==> config.mk <==
export PLATFORM = sky130hd
export DESIGN_NAME = countdown19bit_flat
export DESIGN_NICKNAME = d
export VERILOG_FILES = /design/src/rtl/countdown19bit_if.sv /design/src/rtl/countdown19bit.sv /design/src/flat_wrapper.sv
export SDC_FILE = /design/constraint.sdc
export NUM_CORES = 1
export LEC_CHECK = 0
export ABC_CLOCK_PERIOD_IN_PS = 3600
export CORE_MARGIN = 2
export CORE_UTILIZATION = 40
export DETAILED_ROUTE_END_ITERATION = 7
export DONT_BUFFER_PORTS = 1
export RECOVER_POWER = 50
export SYNTH_ARGS = -nofsm -noshare
export SYNTH_HDL_FRONTEND = slang
export SYNTH_SLANG_ARGS = --single-unit
==> constraint.sdc <==
create_clock -name clk -period 3.6 [get_ports clk]
set_input_delay 0.36 -clock clk [delete_from_list [all_inputs] [get_ports clk]]
set_output_delay 0.36 -clock clk [all_outputs]
set_load 0.1 [all_outputs]
==> src/rtl/countdown19bit_if.sv <==
// Load handshake, control and status bundle for the 19-bit down-counter.
// The slave modport is the counter's view; the master modport is the driver's.
interface countdown19bit_if #(
  parameter int WIDTH = 19
);
  logic             load_valid;
  logic             load_ready;
  logic [WIDTH-1:0] load_value;
  logic             auto_reload;
  logic             enable;
  logic             stop;
  logic [WIDTH-1:0] out;
  logic             tc;
  logic             busy;

  modport slave (
    input  load_valid,
    input  load_value,
    input  auto_reload,
    input  enable,
    input  stop,
    output load_ready,
    output out,
    output tc,
    output busy
  );

  modport master (
    output load_valid,
    output load_value,
    output auto_reload,
    output enable,
    output stop,
    input  load_ready,
    input  out,
    input  tc,
    input  busy
  );
endinterface

==> src/rtl/countdown19bit.sv <==
// Loadable 19-bit down-counter / interval timer.
// A non-zero start value is taken over a valid/ready handshake while IDLE; the
// count then decrements once per enabled clock. Reaching 1 on an enabled edge
// is the expiry: tc pulses for one cycle and the counter either returns to IDLE
// with out=0 (one-shot) or reloads the captured start value and keeps running
// (auto-reload). A zero load is an immediate expiry that never enters RUN.
module countdown19bit #(
  parameter int WIDTH = 19
) (
  input  logic                clk,
  input  logic                reset,   // synchronous, active-low
  countdown19bit_if.slave     bus
);

  typedef enum logic {
    IDLE = 1'b0,
    RUN  = 1'b1
  } state_t;

  state_t           state_q, state_d;
  logic [WIDTH-1:0] out_q, out_d;
  logic [WIDTH-1:0] reload_q, reload_d;
  logic             mode_q, mode_d;
  logic             tc_q, tc_d;

  // State and datapath registers; reset overrides every other input.
  always_ff @(posedge clk) begin
    if (!reset) begin
      state_q  <= IDLE;
      out_q    <= '0;
      reload_q <= '0;
      mode_q   <= 1'b0;
      tc_q     <= 1'b0;
    end else begin
      state_q  <= state_d;
      out_q    <= out_d;
      reload_q <= reload_d;
      mode_q   <= mode_d;
      tc_q     <= tc_d;
    end
  end

  // Next-state logic: load handling in IDLE, stop > enable-gate > count in RUN.
  always_comb begin
    state_d  = state_q;
    out_d    = out_q;
    reload_d = reload_q;
    mode_d   = mode_q;
    tc_d     = 1'b0;

    unique case (state_q)
      IDLE: begin
        // Stop has no meaning in IDLE, so a simultaneous load still wins.
        if (bus.load_valid) begin
          if (bus.load_value != '0) begin
            out_d    = bus.load_value;
            reload_d = bus.load_value;
            mode_d   = bus.auto_reload;
            state_d  = RUN;
          end else begin
            out_d = '0;
            tc_d  = 1'b1;
          end
        end
      end

      RUN: begin
        if (bus.stop) begin
          state_d = IDLE;
        end else if (bus.enable) begin
          if (out_q > WIDTH'(1)) begin
            out_d = out_q - WIDTH'(1);
          end else begin
            // out is never below 1 while running, so this is the expiry edge.
            tc_d = 1'b1;
            if (mode_q) begin
              out_d = reload_q;
            end else begin
              out_d   = '0;
              state_d = IDLE;
            end
          end
        end
      end

      default: begin
        state_d = IDLE;
      end
    endcase
  end

  assign bus.out        = out_q;
  assign bus.tc         = tc_q;
  assign bus.busy       = (state_q == RUN);
  assign bus.load_ready = (state_q == IDLE);

endmodule

==> src/flat_wrapper.sv <==
// flat-port wrapper written by rule: the top's interface ports become plain ports
module countdown19bit_flat 
#(
  parameter int WIDTH = 19
)
  (clk, reset, bus_load_valid, bus_load_value, bus_auto_reload, bus_enable, bus_stop, bus_load_ready, bus_out, bus_tc, bus_busy);
  countdown19bit_if #(.WIDTH(WIDTH)) bus_i ();
  input  logic clk;
  input  logic reset;
  input wire logic [$bits(bus_i.load_valid)-1:0] bus_load_valid;
  input wire logic [$bits(bus_i.load_value)-1:0] bus_load_value;
  input wire logic [$bits(bus_i.auto_reload)-1:0] bus_auto_reload;
  input wire logic [$bits(bus_i.enable)-1:0] bus_enable;
  input wire logic [$bits(bus_i.stop)-1:0] bus_stop;
  output wire logic [$bits(bus_i.load_ready)-1:0] bus_load_ready;
  output wire logic [$bits(bus_i.out)-1:0] bus_out;
  output wire logic [$bits(bus_i.tc)-1:0] bus_tc;
  output wire logic [$bits(bus_i.busy)-1:0] bus_busy;
  assign bus_i.load_valid = bus_load_valid;
  assign bus_i.load_value = bus_load_value;
  assign bus_i.auto_reload = bus_auto_reload;
  assign bus_i.enable = bus_enable;
  assign bus_i.stop = bus_stop;
  assign bus_load_ready = bus_i.load_ready;
  assign bus_out = bus_i.out;
  assign bus_tc = bus_i.tc;
  assign bus_busy = bus_i.busy;
  countdown19bit #(.WIDTH(WIDTH)) u_core (.clk(clk), .reset(reset), .bus(bus_i));
endmodule
==> summary.txt <==
Run status
  • Outcome: finished, violations left
  • Failing checks: capacitance limit, slew limit

Floorplan
  • Initial Utilization: 0.4120
  • Die area: 6253 µm²
  • Core Area: 5473 µm²
  • Die X: 79.08 µm
  • Die Ht: 79.08 µm
  • Site row count: 27
  • Top-level I/O count: 47

STA
  • Worst Setup Slack, final: 0.7060 ns
  • Slew margin rel.: -0.003837
  • Final Setup Violations: 0
  • Max Clk Rate: 345.5 MHz
  • Hold WS: 0.1843 ns
  • Final period util: 0.8039
  • Skew final: 0.004967 ns
  • Final max-slew violation count: 5
  • Setup TNS: 0 ns
  • Crit path time final: 2.894 ns
  • Slew @ Worst Pin: 1.506 ns
  • Final Hold Fails: 0
  • RSZ-0062 raised after global routing: no

Layout
  • Final Cell Area: 2444 µm²
  • Post-Layout Cell Count: 351
  • Area Growth Syn to Fin: 8.379%
  • Fin nets: 305
  • Share of layout cells above drive strength 1: 0.05376
  • Ant. Diodes: 0

Logic synthesis
  • Yosys cell types: 52
  • Mux share of post-synthesis cell area: 0.004440
  • Post-synthesis adder-cell area fraction: 0.01110
  • Yosys reg bits: slightly above 40
  • Synth Area in Compound Gates: 0.2469
  • Main combinational cell family by area after synthesis: simple AND/OR/NAND/NOR gates
  • Mapped Cells: 273
  • Number of enable flip-flop cells after synthesis: 0
  • Post-synth net total: 300
  • FFs w/ async S/R, synth: 0
  • Synthesis warning total: 0
  • Synth Area in XOR/XNOR: 0.05050
  • Main synth FF type: dfxtp_1
  • Mean area per synthesized cell: 8.259 µm²
  • Simple-Gate Fraction of Synth Area: 0.2786
  • Sequential fraction of the synthesis area: 0.3640
  • Cell area after synthesis: between 2000 and 2500 µm²

Place
  • GP Congestion: approximately 0.85
  • Dpl cell area: 2377 µm²
  • DP HPWL: 4588 µm
  • Place WS: ~1 ns
  • Placed Cells: 343
  • Port Buffers: 0

Hold path
  • Min-delay src: bus_load_value[6]
  • WHS Endpoint: u_core.reload_q[6]
  • Hold Crit Class: primary input to flip-flop
  • Hold-critical path depth: 1

GRT
  • GRT overflow: 0
  • Overall Global Routing Usage: 0.2175
  • M2 GR Usage: 0.3203
  • Grt met3 use: 0.06477
  • Most used routing layer: met2
  • Pin count of the biggest net entering global routing: 42
  • Initial antenna violation count: 0
  • Global-route wire length before repair: 10620 µm
  • Met1 Resource Use GR: 0.3086
  • Vias in the first global route: 1993

Power
  • Lkg Pwr: 0.0009275 µW
  • Pwr dens: ~530 nW/µm²
  • Peak VDD IR: ~210 µV

Detailed routing
  • DRC: 0
  • Vias per Instance: 6.048
  • Final wirelength: 6507 µm
  • First drt pass iteration count: 4
  • Antenna Nets Post-Route: 0
  • Vias: 2123
  • Detailed Route Iter0 Violations: between 100 and 150
  • Routed wire per std cell: 18.54 µm

Clock network
  • Worst-path clk slew: 0.08 ns
  • H-Tree Depth: 2
  • Skew-Pair Late Insertion Delay: 0.29 ns
  • Hold Buf Count CTS: 0
  • TritonCTS Sinks: 41
  • Setup Buffers After CTS: 0
  • Clk root buf: clkbuf_8
  • CTS Buf Count: 5
  • CTS tree: yes
  • Post-cts sizing count: 0
  • Clock Tree Buf Depth: 2

Setup path
  • Delay-heaviest family, CP: simple AND/OR/NAND/NOR gates
  • CP Class: flip-flop to flip-flop
  • Flop-to-flop setup slack: 0.71 ns
  • CP max stage delay: 0.83 ns
  • Reg-to-reg endpoint: u_core.bus.out[12]
  • Arrival @ worst endpoint: 3.08 ns
  • Crit path capture type: flip-flop
  • CP max FO: 22
  • Setup crit start kind: flip-flop
  • R2r worst-path depth: 6
  • Crit-path cells: clkbuf_1 > nor3_1 > o21a_1 > and3_4 > nor2_2 > a221o_1
  • Worst setup path startpoint: u_core.bus.out[3]
  • CP Data Required Time: 3.78 ns
  • Worst r2r src: u_core.bus.out[3]
  • WP buf/inv: 1
  • Slowest cell on crit path: nor3_1

Run
  • Max_cap viols: 1
==> cell usage in the layout (no fill, tap or decap), types with 2 or more instances in the layout <==
cell type / count
o211ai_1: 5
inv_1: 5
o2111ai_1: 2
a211o_1: 3
a221o_1: 3
nor2_1: 17
xnor2_1: 4
a21boi_0: 8
o221ai_1: 2
a21oi_1: 6
nor3_1: 9
o21ai_0: 11
clkbuf_1: 14
nor4_1: 6
o31a_1: 3
nand2b_1: 2
a22o_1: 13
and3_1: 3
a31oi_1: 9
nand3_1: 25
o311ai_0: 2
nand4_1: 5
xor2_1: 9
dfxtp_1: 41
or3_1: 5
nor2b_1: 4
ha_1: 2
nand2_1: 29
clkbuf_8: 6
o22ai_1: 3
buf_4: 2
==> state kept, by name, indices dropped and copies added, names as in the netlist <==
name / flops
u_core.bus.tc: 1
u_core.mode_q: 1
u_core.reload_q: 19
u_core.bus.busy: 1
u_core.bus.out: 19
==> stage by stage <==
step,power (µW),utilization
2_1_floorplan,869.3,-
3_3_place_gp,930.2,0.4344
3_5_place_dp,932.9,0.4344
4_1_cts,1317,0.4556
5_1_grt,1371,0.4465
6_report,1305,0.4465
==> report_power, final <==
part / internal (µW) / switching [µW] / total [µW]
clock network: 226 / 164 / 391
logic: 93.2 / 247 / 340
registers: 489 / 85.3 / 574
total: 808 / 496 / 1300
==> layer usage <==
layer	vias up	part of all wire
met3	4	0.075
met2	75	0.46
met4	0	0.0048
met5	-	0
met1	1007	0.46
li1	1037	-
==> cell families (layout without fill, tap and decap cells) <==
family	after synthesis	after routing
buffers and inverters	22	28
flip-flops	41	41
AO/OA/AOI/OAI	76	76
adder cells (fa/ha/maj)	2	2
multiplexers	1	1
XOR/XNOR	13	13
AND/OR/NAND/NOR	118	118
==> worst reg2reg max path: stages (launching register included) <==
cell and delay, ns:
dfxtp_1 0.30, clkbuf_1 0.58, nor3_1 0.83, o21a_1 0.29
and3_4 0.37, nor2_2 0.11, a221o_1 0.30
==> synthesized netlist by cell type, drive strengths merged, types with 2 or more instances <==
master,n,share of area
dfxtp,41,0.36
nand2,29,0.048
nand3,26,0.060
nor2,18,0.031
a22o,13,0.050
clkbuf,12,0.020
o21ai,11,0.024
nor3,10,0.027
a31oi,9,0.025
xor2,9,0.035
a21boi,8,0.027
nor4,7,0.026
a21oi,6,0.013
buf,5,0.016
inv,5,0.0083
nand4,5,0.014
o211ai,5,0.017
or3,5,0.014
and3,4,0.013
nor2b,4,0.011
xnor2,4,0.016
a211o,3,0.012
a221o,3,0.013
o22ai,3,0.0083
o31a,3,0.012
and2,2,0.0055
ha,2,0.011
nand2b,2,0.0055
o2111ai,2,0.0078
o221ai,2,0.0078
o311ai,2,0.0078
==> layout make-up <==
cell class / instances / area, µm²
fill: 569 / 3029
inverter: 5 / 18.77
tap: 72 / 90.09
sequential: 41 / 820.8
multi-input combinational: 210 / 1334
timing repair buffer: 15 / 63.81
clock inverter: 1 / 30.03
clock buffer: 7 / 86.33
==> how the worst max path moves through the flow <==
stage	end	slack, ns	cells after the start
final	u_core.bus.out[12]	0.71	6
after global routing	u_core.bus.out[10]	0.46	6
after CTS	u_core.bus.out[12]	0.99	5
after detailed placement	u_core.bus.out[12]	1.00	5
after global placement	u_core.bus.out[10]	1.00	8
after floorplan	u_core.bus.out[12]	1.11	8
No activity file was read; power rests on OpenSTA's default activity.
